File: config.mk
export PLATFORM = sky130hd
export DESIGN_NAME = sram_bus_arbiter
export DESIGN_NICKNAME = d
export VERILOG_FILES = /design/src/rtl/sram_arb_pkg.sv /design/src/rtl/sram_wait_timer.sv /design/src/rtl/sram_bus_arbiter.sv
export SDC_FILE = /design/constraint.sdc
export NUM_CORES = 1
export LEC_CHECK = 0
export BUFFER_PORTS_ARGS = -buffer_cell sky130_fd_sc_hd__buf_2
export CAP_MARGIN = 10
export CORE_UTILIZATION = 42
export DETAILED_ROUTE_END_ITERATION = 8
export PLACE_DENSITY = 0.76
export SLEW_MARGIN = 20
export SYNTH_ARGS = -nofsm -noshare
export SYNTH_HDL_FRONTEND = slang
export SYNTH_SLANG_ARGS = --single-unit
File: constraint.sdc
create_clock -name clk -period 3.7 [get_ports clk]
set_input_delay 0.185 -clock clk [delete_from_list [all_inputs] [get_ports clk]]
set_output_delay 0.185 -clock clk [all_outputs]
set_load 0.02 [all_outputs]
File: src/rtl/sram_arb_pkg.sv
// Shared types and constants for the IF/DM SRAM bus arbiter.
// Holds the FSM encoding, grant identifiers and the default wait-state count.
package sram_arb_pkg;

    typedef enum logic [1:0] {
        S_IDLE     = 2'd0,
        S_GRANT_IF = 2'd1,
        S_GRANT_DM = 2'd2
    } state_t;

    localparam logic GRANT_IF = 1'b0;
    localparam logic GRANT_DM = 1'b1;

    // Two strobe cycles cover taa=10ns / taw=8ns at the core clock.
    localparam int DEFAULT_WAIT_CYCLES = 2;

endpackage

File: src/rtl/sram_wait_timer.sv
// Wait-state down-counter: loads a start value, decrements to zero and holds there.
// Latency: zero flag follows the count register combinationally; no backpressure.
module sram_wait_timer #(
    parameter int WAIT_CYCLES = 2,
    parameter int CNT_W       = $clog2(WAIT_CYCLES + 1)
) (
    input  logic clk,
    input  logic rst,
    input  logic i_load,
    input  logic i_dec,
    output logic o_zero
);

    localparam logic [CNT_W-1:0] LOAD_VAL = CNT_W'(WAIT_CYCLES - 1);

    logic [CNT_W-1:0] r_cnt;

    // Saturates at zero; only a fresh load moves it away again.
    always_ff @(posedge clk or posedge rst) begin
        if (rst) begin
            r_cnt <= '0;
        end else if (i_load) begin
            r_cnt <= LOAD_VAL;
        end else if (i_dec && (r_cnt != '0)) begin
            r_cnt <= r_cnt - 1'b1;
        end
    end

    assign o_zero = (r_cnt == '0);

endmodule

File: src/rtl/sram_bus_arbiter.sv
// Shares one SRAM controller between IF (read-only) and DM ports; DM wins ties unless SRAM_ARB_RR_EN.
// Latency: strobes low WAIT_CYCLES cycles after grant, then a one-cycle ack; stall holds pipeline until ack.
module sram_bus_arbiter
    import sram_arb_pkg::*;
#(
    parameter int WAIT_CYCLES = DEFAULT_WAIT_CYCLES,
    parameter int ADDR_W      = 22
) (
    input  logic              clk,
    input  logic              rst,
    input  logic              if_req,
    input  logic [ADDR_W-1:0] if_addr,
    output logic [31:0]       if_rdata,
    output logic              if_ack,
    input  logic              dm_req,
    input  logic              dm_we,
    input  logic              dm_byte,
    input  logic [ADDR_W-1:0] dm_addr,
    input  logic [31:0]       dm_wdata,
    output logic [31:0]       dm_rdata,
    output logic              dm_ack,
    output logic [ADDR_W-1:0] mem_addr,
    output logic [31:0]       mem_din,
    input  logic [31:0]       mem_dout,
    output logic              mem_ce_n,
    output logic              mem_oe_n,
    output logic              mem_we_n,
    output logic              mem_wb,
    output logic              stall
);

    state_t              r_state;
    state_t              w_state_nxt;
    logic                w_tie_dm;
    logic                w_done;
    logic                w_zero;
    logic                w_load;
    logic                w_dec;

    logic [ADDR_W-1:0]   r_mem_addr;
    logic [31:0]         r_mem_din;
    logic                r_ce_n;
    logic                r_oe_n;
    logic                r_we_n;
    logic                r_wb;
    logic                r_if_ack;
    logic                r_dm_ack;
    logic [31:0]         r_if_rdata;
    logic [31:0]         r_dm_rdata;

`ifdef SRAM_ARB_RR_EN
    logic                r_last_grant;

    // Resets to DM so the first contested grant goes to IF.
    always_ff @(posedge clk or posedge rst) begin
        if (rst) begin
            r_last_grant <= GRANT_DM;
        end else if (w_state_nxt == S_GRANT_DM && r_state == S_IDLE) begin
            r_last_grant <= GRANT_DM;
        end else if (w_state_nxt == S_GRANT_IF && r_state == S_IDLE) begin
            r_last_grant <= GRANT_IF;
        end
    end

    assign w_tie_dm = (r_last_grant == GRANT_IF);
`else
    assign w_tie_dm = 1'b1;
`endif

    always_ff @(posedge clk or posedge rst) begin
        if (rst) begin
            r_state <= S_IDLE;
        end else begin
            r_state <= w_state_nxt;
        end
    end

    always_comb begin
        w_state_nxt = r_state;
        w_done      = 1'b0;
        case (r_state)
            S_IDLE: begin
                if (dm_req && (!if_req || w_tie_dm)) begin
                    w_state_nxt = S_GRANT_DM;
                end else if (if_req) begin
                    w_state_nxt = S_GRANT_IF;
                end
            end
            S_GRANT_IF, S_GRANT_DM: begin
                if (w_zero) begin
                    w_done      = 1'b1;
                    w_state_nxt = S_IDLE;
                end
            end
            default: w_state_nxt = S_IDLE;
        endcase
    end

    assign w_load = (r_state == S_IDLE) && (if_req || dm_req);
    assign w_dec  = (r_state != S_IDLE);

    sram_wait_timer #(
        .WAIT_CYCLES (WAIT_CYCLES)
    ) u_wait_timer (
        .clk    (clk),
        .rst    (rst),
        .i_load (w_load),
        .i_dec  (w_dec),
        .o_zero (w_zero)
    );

    // Strobes are registered so they rise in the same edge that ends the access.
    always_ff @(posedge clk or posedge rst) begin
        if (rst) begin
            r_mem_addr <= '0;
            r_mem_din  <= '0;
            r_ce_n     <= 1'b1;
            r_oe_n     <= 1'b1;
            r_we_n     <= 1'b1;
            r_wb       <= 1'b0;
            r_if_ack   <= 1'b0;
            r_dm_ack   <= 1'b0;
            r_if_rdata <= '0;
            r_dm_rdata <= '0;
        end else begin
            r_if_ack <= 1'b0;
            r_dm_ack <= 1'b0;
            if (r_state == S_IDLE) begin
                if (w_state_nxt == S_GRANT_DM) begin
                    r_mem_addr <= dm_addr;
                    r_mem_din  <= dm_wdata;
                    r_wb       <= dm_byte;
                    r_ce_n     <= 1'b0;
                    r_oe_n     <= dm_we;
                    r_we_n     <= ~dm_we;
                end else if (w_state_nxt == S_GRANT_IF) begin
                    r_mem_addr <= if_addr;
                    r_wb       <= 1'b0;
                    r_ce_n     <= 1'b0;
                    r_oe_n     <= 1'b0;
                    r_we_n     <= 1'b1;
                end
            end else if (w_done) begin
                r_ce_n <= 1'b1;
                r_oe_n <= 1'b1;
                r_we_n <= 1'b1;
                if (r_state == S_GRANT_IF) begin
                    r_if_ack   <= 1'b1;
                    r_if_rdata <= mem_dout;
                end else begin
                    r_dm_ack   <= 1'b1;
                    r_dm_rdata <= mem_dout;
                end
            end
        end
    end

    assign mem_addr = r_mem_addr;
    assign mem_din  = r_mem_din;
    assign mem_ce_n = r_ce_n;
    assign mem_oe_n = r_oe_n;
    assign mem_we_n = r_we_n;
    assign mem_wb   = r_wb;
    assign if_ack   = r_if_ack;
    assign dm_ack   = r_dm_ack;
    assign if_rdata = r_if_rdata;
    assign dm_rdata = r_dm_rdata;
    assign stall    = (if_req & ~r_if_ack) | (dm_req & ~r_dm_ack);

endmodule

# Word level (Yosys, flattened, before mapping)
# Index checks and enable logic that the tools add are counted.
# totals
inputBits	114
reg_bits	128
mem_bits_ro	0
out_inout_bits	125
latchBits	0
memories	0
ramBits	0
word_cells	68
# op_classes
order_cmp	0
div_mod_pow	0
n_eq_ne	5
add_sub_neg	1
n_reduce_logical	16
n_bitwise	8
n_mux	26
multipliers	0
shifts	0
# op_table
cell	count
$mux 22	2
$mux 1	18
$mux 2	5
$reduce_bool 2->1	5
$reduce_and 2->1	3
$reduce_and 3->1	2
$not 1->1	5
$eq 2x1->1 const B	2
$eq 2x2->1 const B	2
$logic_not 2->1	2
$pmux 2 s2	1
$ne 3x1->1 const B	1
$and 1x1->1	2
$logic_and 1x1->1	2
$reduce_or 2->1	1
$sub 2x1->2 const B	1
$logic_or 1x1->1	1
$or 1x1->1	1

# Longest topological paths before layout
# Gate-level depths: netlist (run 1).
# logic_depth
depth_word	7
depth_mapped	12
depth_no_buf	9

# Modules after synthesis
# From an unflattened synthesis (run 1), not the netlist that was laid out.
# unflattened
cells_unflattened	363
hier_area_um2	5172.5
# by_module_without_submodules
mod	area_each_um2	cells_per_inst	n_inst
sram_bus_arbiter	5052.3	351	1
sram_wait_timer	120.1	12	1

# Worst setup path before layout (run 1)
# Ideal clock, no wire load.
# synth_path
path_kind	reg2reg
startpoint	reg r_state[0]
endpoint	reg r_mem_din[0], in the netlist mem_din[0]
arrival_ps	2306
slack_ps	1269
synth_period_minus_slack_ps	2431
stages_incl_launch_ff	11
cell_sequence	dfrtp_1 -> inv_1 -> ha_1 -> nor2b_1 -> o21ai_0 -> a21oi_1 -> ha_1 -> buf_2 -> nand2_1 -> buf_2 -> mux2_2
# synth_between
elab_chain_len	5
word_cells_on_any_way	10
cone_classes	eq/ne: 3; mux: 4; reduce/logical: 3
# synth_rtl
element	line_no	rtl
start: declaration	sram_bus_arbiter.sv:32	state_t r_state;
start signal: assignment	sram_bus_arbiter.sv:74	r_state <= w_state_nxt;
$eq 2x1->1 / $eq 2x2->1 (equally long branches)	sram_bus_arbiter.sv:81	case (r_state)
$reduce_or 2->1	sram_bus_arbiter.sv:81	
$pmux 2 s2 (*)	sram_bus_arbiter.sv:81	
named net w_state_nxt[1]	sram_bus_arbiter.sv:33	state_t w_state_nxt;
$eq 2x2->1 (*)	sram_bus_arbiter.sv:129	if (w_state_nxt == S_GRANT_DM) begin
$reduce_and 2->1 (no line) (*)	n/a	
end signal: assignment	sram_bus_arbiter.sv:131	r_mem_din <= dm_wdata;
end: declaration	sram_bus_arbiter.sv:41	logic [31:0] r_mem_din;
# The timed path passes the listed nets; every way through them passes the cells marked *.
# A chain may end at the register's enable or synchronous reset.

# Worst setup path in the final report (run 1)
# Same ends and word-level chain as after synthesis.

==> results of run 1 <==
## routing by layer
metal | global-route usage | vias to the layer above | share of wire
li1 | - | 1807 | -
met1 | 0.241 | 1914 | 0.41
met2 | 0.351 | 125 | 0.52
met3 | 0.0487 | 33 | 0.042
met4 | 0.107 | 0 | 0.031
met5 | 0 | - | 0
## worst register-to-register path, delay by kind of cell (launching register included)
family	cells	cell delay [ns]
adders and majority gates	2	0.60
buffers and inverters	2	0.47
DFF	1	0.43
and+or+nand+nor	2	0.27
muxes	1	0.41
AOI/OAI and AO/OA	2	0.38
## power breakdown
part	internal, uW	switching [uW]
Combinational	1430	2020
Clock	1050	557
Sequential	2140	350
## synthesized netlist by cell type (all sizes together) (2+ instances only)
| cell type | number | area (um2) |
|---|---|---|
| dfrtp | 125 | 3130 |
| mux2 | 97 | 1090 |
| nand2 | 31 | 116 |
| o21ai | 27 | 135 |
| mux2i | 22 | 220 |
| buf | 13 | 75.1 |
| inv | 8 | 30.0 |
| ha | 7 | 87.6 |
| clkbuf | 6 | 22.5 |
| a21oi | 5 | 25.0 |
| dfstp | 3 | 78.8 |
| a21o | 2 | 15.0 |
| nor2 | 2 | 7.51 |
| nor2b | 2 | 12.5 |
| nor3 | 2 | 21.3 |
## logic make-up (layout without fill, tap and decap cells)
kind of cell             Yosys count  after routing
AO/OA/AOI/OAI                     40             40
AND/OR/NAND/NOR                   39             39
flip-flops                       128            128
XOR/XNOR                           1              1
adder cells (fa/ha/maj)            7              7
multiplexers                     119            119
buffers and inverters             27            314
## flip-flops by register name (all words and copies together), names as in the netlist
name                cells
mem_we_n                1
dm_rdata               32
if_ack                  1
mem_oe_n                1
r_state                 2
dm_ack                  1
mem_addr               22
if_rdata               32
u_wait_timer.r_cnt      2
mem_din                32
mem_ce_n                1
mem_wb                  1
## per-stage QoR
stage / power [uW] / hold slack, ns / setup slack [ns] / area (um2) / utilization
floorplan: 4840 / 0.294 / 0.107 / 5150 / -
global placement: 5780 / 0.416 / 1.20 / 6490 / 0.542
detailed placement: 5930 / 0.420 / 1.05 / 6490 / 0.542
CTS: 7610 / 0.0000736 / 1.03 / 7340 / 0.614
global route: 7960 / -0.00653 / 0.877 / 7350 / 0.615
finish: 7540 / 0.00981 / 1.04 / 7350 / 0.615
## cell usage in the layout (no fill, tap or decap), types with 5 or more instances in the layout
| cell | Yosys | layout |
|---|---|---|
| buf_2 | 9 | 238 |
| dfrtp_1 | 125 | 125 |
| mux2_2 | 96 | 96 |
| nand2_1 | 31 | 31 |
| dlygate4sd3_1 | 0 | 29 |
| o21ai_0 | 27 | 27 |
| mux2i_1 | 22 | 22 |
| clkbuf_16 | 0 | 17 |
| buf_4 | 4 | 8 |
| inv_1 | 8 | 7 |
| ha_1 | 7 | 7 |
| a21oi_1 | 5 | 5 |
## path summary, 6_finish.rpt
kind | startpoint | end | slack, ns | cells after the start
worst max-delay path | r_state[0] | mem_din[0] | 1.04 | 9
worst min-delay path | dm_wdata[19] | mem_din[19] | 0.01 | 2
worst max register to register | r_state[0] | mem_din[0] | 1.04 | 9
worst min register to register | mem_addr[7] | mem_addr[7] | 0.47 | 2
max in group asynchronous | rst | if_rdata[11] | 2.34 | 4
min in group asynchronous | rst | mem_din[15] | 0.46 | 3
## cell type report
cell class / count / area (um2)
clock buffer: 25 / 495
tap: 147 / 184
sequential: 128 / 3210
clock inverter: 6 / 80.1
multi-input combinational: 206 / 1810
timing repair buffer: 275 / 1540
inverter: 8 / 35.0
fill: 973 / 4610
## repair_timing
action	4_1_cts	5_1_grt
endpoints found under the setup margin	0	0
gates resized for setup	0	0
buffers inserted	0	0
endpoints found under the hold margin	28	52
hold buffers	28	1
==> impl_metrics.json, run 1 <==
{
  "status": "completed",
  "gp_congestion": 0.765,
  "tritoncts": "yes",
  "slowest_stage": "dfrtp_1",
  "htreeDepth": 4,
  "drv_slew": 0,
  "fin_nets": 757,
  "rsz0062_at_grt": "false",
  "syn_avg_cell_area_um2": 14.3,
  "worstPathCellList": "inv_1 > ha_1 > nor2b_1 > o21ai_0 > a21oi_1 > ha_1 > nand2_1 > buf_4 > mux2_2",
  "irDropWorstVdd_mv": 0.469,
  "grt_pass1_wl_um": 19900,
  "crit_buf_inv": 2,
  "seq_area_frac_synth": 0.623,
  "p_leak_uw": 0.00369,
  "routedWlPerCell_um": 15.8,
  "post-route-period-util": 0.720,
  "ioPinCount": 239,
  "max-clock-path-buffers": 2,
  "critical_path.max_stage_delay_ns": 0.43,
  "clock_latency_ns": 0.41,
  "layout_min_cycle_time_ns": 2.66,
  "die_h_um": 113,
  "cts_root_buf": "clkbuf_16",
  "ys_types": 27,
  "stdcell_count": 795,
  "coreArea_um2": 12000,
  "report.final.hold_viol_count": 0,
  "synth-simple-area-share": 0.0348,
  "cts_made_buffers": 17,
  "cts_sinks": 128,
  "cp_max_fo": 32,
  "synth_top_family_by_area": "multiplexers",
  "power_density_nw_per_um2": 1030,
  "yosysWarnings": 0,
  "finalSetupViolCount": 0,
  "port_buffers": 238,
  "die_x_um": 113,
  "via_count": 3879,
  "max_slew_margin": 0.463,
  "wl_um": 12600,
  "critPathTopFamily": "adder cells",
  "clk_pin_slew_ns": 0.05,
  "ant_nets": 0,
  "yosys-mux-area-fraction": 0.255,
  "syn_area_um2": 5150,
  "dp_cells": 735,
  "drtPass1Iterations": 5,
  "max_freq_ghz": 0.376,
  "crit_arrival_ns": 2.95,
  "synth_nets": 482,
  "ys_seq_elements": 128,
  "track_usage": 0.205,
  "hp-class": "in -> reg",
  "cp-start-kind": "flop",
  "cp.required_ns": 3.99,
  "synth-async-reset-ratio": 1.00,
  "fp.dieArea_um2": 12700,
  "worstSetupPathType": "reg -> reg",
  "rows": 40,
  "synth_edf_count": 0,
  "synth_xor_area_frac": 0.00170,
  "synthCells": 361,
  "clock_skew_ns": 0.00609,
  "gr-total-overflow": 0,
  "syn2layout_area_growth_pct": 42.9,
  "diodes": 0,
  "first_global_vias": 4056,
  "start_util": 0.430,
  "crit_top_cell": "ha_1",
  "grt_max_degree": 83,
  "drive_above_1_share": 0.579,
  "drt_iter0_markers": 120,
  "timing.max_cap.violations": 0,
  "synth_ff_type": "dfrtp_1",
  "antenna_found_initial": 0,
  "drcViolationCount": 0,
  "worstMarginPinSlew_ns": 0.803,
  "fin_setup_tns_ns": 0,
  "end_kind": "flop",
  "synth_compound_area_frac": 0.0435,
  "viasPerCell": 4.88,
  "synth_fa_ha_area_frac": 0.0170,
  "dpl.hpwl_um": 8700
}
Note: power is estimated with default switching activity, not from simulation.
==> run 2, diff against run 1 <==
- CORE_UTILIZATION: 42 -> 47
- PLACE_DENSITY: 0.76 -> 0.8
- clock period: 3.7 -> 2.7 ns (I/O delays scaled with it)
==> impl_metrics.json, run 2 (synthesized netlist as in run 1, its figures left out) <==
{
  "switchingPower_uw": 4260,
  "gr-total-overflow": 0,
  "cts_root_buf": "clkbuf_8",
  "pwr-share-clk": 0.223,
  "cp.required_ns": 3.08,
  "swShare": 0.390,
  "report.final.hold_viol_count": 0,
  "fin_nets": 844,
  "pwr-share-seq": 0.314,
  "hp-class": "in -> async",
  "clk_pin_slew_ns": 0.06,
  "track_usage": 0.273,
  "htreeDepth": 4,
  "crit_arrival_ns": 2.88,
  "layout_min_cycle_time_ns": 2.50,
  "max_freq_ghz": 0.399,
  "timing.max_cap.violations": 0,
  "drv_slew": 0,
  "port_buffers": 238,
  "comb_power_share": 0.463,
  "finalSetupViolCount": 0,
  "max_slew_margin": 0.366,
  "crit_top_cell": "ha_1",
  "coreArea_um2": 10500,
  "p_leak_uw": 0.00410,
  "dpl.hpwl_um": 8700,
  "worstMarginPinSlew_ns": 0.949,
  "grt_max_degree": 47,
  "post_cts_buffers": 0,
  "first_global_vias": 4836,
  "final_common_cell": "buf_2",
  "rows": 37,
  "power_density_nw_per_um2": 1310,
  "cp_max_fo": 32,
  "grt_pass1_wl_um": 23800,
  "fin_setup_tns_ns": 0,
  "drtPass1Iterations": 4,
  "place_ws_ns": 0.204,
  "fp.dieArea_um2": 11400,
  "antenna_found_initial": 0,
  "r2r-start": "r_state[0]",
  "drcViolationCount": 0,
  "cts_made_buffers": 17,
  "tritoncts": "yes",
  "ioPinCount": 239,
  "intPower_uw": 6660,
  "routedWlPerCell_um": 17.4,
  "cts_sinks": 128,
  "irDropWorstVdd_mv": 0.833,
  "end_kind": "flop",
  "cp-start-kind": "flop",
  "final_cell_mix": "buf_2, dfrtp_1, dlygate4sd3_1, mux2_2, nand2_1",
  "slowest_stage": "dfrtp_1",
  "wl_um": 15100,
  "start_util": 0.492,
  "gp_congestion": 0.798,
  "setup_ws_ns": 0.196,
  "drt_iter0_markers": 136,
  "drive_above_1_share": 0.518,
  "max-clock-path-buffers": 2,
  "viasPerCell": 5.07,
  "status": "completed",
  "dp_cells": 726,
  "diodes": 0,
  "via_count": 4412,
  "clock_skew_ns": 0.00988,
  "die_x_um": 107,
  "post-route-period-util": 0.927,
  "stdcell_count": 870,
  "worstPathCellList": "inv_1 > ha_1 > nor2b_1 > o21ai_0 > a21oi_1 > ha_1 > nand2_1 > buf_12 > mux2_2",
  "critical_path.max_stage_delay_ns": 0.42,
  "cp-startpoint": "r_state[0]",
  "syn2layout_area_growth_pct": 61.7,
  "clock_latency_ns": 0.50,
  "die_h_um": 107,
  "rsz0062_at_grt": "false",
  "worstSetupPathType": "reg -> reg",
  "ant_nets": 0
}
[run 2: cell types whose count changed in the layout (fill, tap and decap cells not counted), sizes merged]
cell	change
dlygate4sd3	+85
clkbuf	-8
bufinv	+3
buf	+2
clkinv	+2
clkinvlp	+1
inv	+1
[run 2: area by class of cell]
type | count | area (um2)
flip-flops and latches | 128 | 3210
multi-input cells | 206 | 1810
inverters | 8 | 33.8
clock inverters | 13 | 213
fillers | 601 | 2140
well taps | 136 | 170
clock buffers | 17 | 414
repair buffers | 362 | 2470
[run 2: path summary, 6_finish.rpt]
check	end	slack, ns	cells past startpoint
worst max-delay path	mem_din[1]	0.20	9
worst min-delay path	if_rdata[15]	0.38	3
worst max register to register	mem_din[1]	0.20	9
worst min register to register	mem_addr[18]	0.48	2
max in group asynchronous	mem_we_n	1.54	4
min in group clk	mem_din[24]	0.40	3
[run 2: power by group through the flow]
stage	clock network, uW	logic [uW]	registers [uW]
2_1_floorplan	0	2080	4550
3_3_place_gp	0	4640	3360
3_5_place_dp	0	4810	3420
4_1_cts	2460	4960	3400
5_1_grt	2560	5390	3540
6_report	2430	5060	3430
[run 2: timing repair]
action                     4_1_cts  5_1_grt
setup endpoints to repair        0        2
hold buffers                   114        0
gates resized for setup          0        1
hold endpoints to repair       164        0
[run 2: metrics by stage]
step | utilization | area [um2] | power (uW) | hold WS [ns]
5_1_grt | 0.796 | 8320 | 11500 | 0.385
2_1_floorplan | - | 5150 | 6630 | 0.244
3_3_place_gp | 0.626 | 6550 | 8000 | 0.352
3_5_place_dp | 0.626 | 6550 | 8230 | 0.373
4_1_cts | 0.795 | 8320 | 10800 | 0.378
6_report | 0.796 | 8320 | 10900 | 0.377
[run 2: per-layer routing]
metal | GRT usage | up-vias | wire [um]
li1 | - | 1986 | -
met1 | 0.286 | 2177 | 5560
met2 | 0.501 | 193 | 8160
met3 | 0.0559 | 56 | 699
met4 | 0.165 | 0 | 684
met5 | 0 | - | 0
[run 2: critical path: cells and delay by family (launching register included)]
kind	cells	cell delay, ns
adder cells (fa/ha/maj)	2	0.64
flip-flops	1	0.42
multiplexers	1	0.37
AO/OA/AOI/OAI	2	0.33
buffers and inverters	2	0.30
AND/OR/NAND/NOR	2	0.30
==> run 3, diff against run 2 <==
- PLACE_DENSITY: 0.8 -> 0.76
- SKIP_LAST_GASP: unset -> 1
==> impl_metrics.json, run 3 (synthesized netlist as in run 1, its figures left out) <==
{
  "power_density_nw_per_um2": 1320,
  "die_h_um": 107,
  "coreArea_um2": 10500,
  "syn2layout_area_growth_pct": 61.9,
  "track_usage": 0.277,
  "timing.max_cap.violations": 0,
  "status": "completed",
  "gr-total-overflow": 0,
  "rows": 37,
  "max_slew_margin": 0.671,
  "critical_path.max_stage_delay_ns": 0.44,
  "clk_pin_slew_ns": 0.06,
  "final_cell_mix": "buf_2, dfrtp_1, dlygate4sd3_1, mux2_2, nand2_1",
  "p_total_uw": 11000,
  "slowest_stage": "dfrtp_1",
  "antenna_found_initial": 0,
  "worstMarginPinSlew_ns": 0.494,
  "worstSetupPathType": "reg -> reg",
  "cp-start-kind": "flop",
  "gp_congestion": 0.757,
  "report.final.hold_viol_count": 0,
  "fin_area_um2": 8330,
  "tritoncts": "yes",
  "viasPerCell": 4.94,
  "end_kind": "flop",
  "post-route-period-util": 0.930,
  "cp_max_fo": 32,
  "layout_min_cycle_time_ns": 2.51,
  "fin_nets": 844,
  "dpl.hpwl_um": 8640,
  "crit_arrival_ns": 2.90,
  "fin_setup_tns_ns": 0,
  "cp_num_cells": 9,
  "ant_nets": 0,
  "critPathTopFamily": "adder cells",
  "setup_ws_ns": 0.190,
  "drt_iter0_markers": 141,
  "die_x_um": 107,
  "cp.required_ns": 3.09,
  "routedWlPerCell_um": 17.1,
  "crit_buf_inv": 2,
  "clock_skew_ns": 0.00734,
  "cts_sinks": 128,
  "via_count": 4299,
  "max_freq_ghz": 0.398,
  "max-clock-path-buffers": 2,
  "ioPinCount": 239,
  "hp-class": "in -> async",
  "r2r_cells": 9,
  "grt_pass1_wl_um": 23900,
  "first_global_vias": 4883,
  "clock_latency_ns": 0.51,
  "port_buffers": 238,
  "finalSetupViolCount": 0,
  "cts_made_buffers": 17,
  "post_cts_buffers": 0,
  "place_area_um2": 6530,
  "cts_root_buf": "clkbuf_8",
  "diodes": 0,
  "htreeDepth": 4,
  "irDropWorstVdd_mv": 0.815,
  "worstPathCellList": "inv_1 > ha_1 > nor2b_2 > nand2_1 > a21o_1 > ha_1 > nand2_1 > buf_12 > mux2_2",
  "fp.dieArea_um2": 11400,
  "rsz0062_at_grt": "false",
  "wl_um": 14900,
  "drtPass1Iterations": 4,
  "p_leak_uw": 0.00409,
  "start_util": 0.492,
  "drive_above_1_share": 0.518,
  "drcViolationCount": 0,
  "place_ws_ns": 0.174,
  "final_common_cell": "buf_2",
  "grt_max_degree": 78,
  "drv_slew": 0,
  "fill_cells": 603
}
## run 3: path summary, 6_finish.rpt
path / slack (ns) / startpoint / to
min in group clk: 0.39 / dm_wdata[21] / mem_din[21]
worst max register to register: 0.19 / r_state[0] / mem_din[18]
worst min register to register: 0.48 / mem_addr[20] / mem_addr[20]
worst min-delay path: 0.21 / rst / mem_din[15]
max in group asynchronous: 1.71 / rst / dm_rdata[13]
worst max-delay path: 0.19 / r_state[0] / mem_din[18]
## run 3: area by class of cell
class	instances	area (um2)	area share
Clock buffer	19	432	0.0518
Clock inverter	12	229	0.0275
Inverter	8	33.8	0.00405
Multi-Input combinational cell	206	1810	0.218
Sequential cell	128	3210	0.385
Tap cell	136	170	0.0204
Timing Repair Buffer	362	2450	0.294
## run 3: routing by layer
layer	part of all wire	up-vias	routed length, um	track usage
met5	0	-	0	0
met4	0.035	0	518	0.137
met3	0.046	46	692	0.0736
met2	0.56	162	8310	0.503
met1	0.36	2104	5390	0.295
li1	-	1987	-	-
## run 3: stage by stage
step           hold WS, ns  cells  utilization
6_report             0.210    871        0.797
3_3_place_gp         0.151    726        0.624
5_1_grt              0.221    871        0.797
4_1_cts              0.192    871        0.796
2_1_floorplan        0.244    361            -
3_5_place_dp         0.155    726        0.624
## run 3: timing repair
item	CTS	global route
setup endpoints to repair	0	49
hold endpoints to repair	140	0
gates resized for setup	0	3
hold buffers	114	0
## run 3: power by group
part	switching, uW	internal [uW]	leakage [uW]
combinational	2890	2140	0.00225
sequential	524	2930	0.00153
clock	837	1710	0.000312
## run 3: worst reg2reg max path, stage by stage (launching register included)
cell	delay, ns
dfrtp_1	0.44
inv_1	0.10
ha_1	0.39
nor2b_2	0.21
nand2_1	0.10
a21o_1	0.20
ha_1	0.24
nand2_1	0.13
buf_12	0.21
mux2_2	0.38
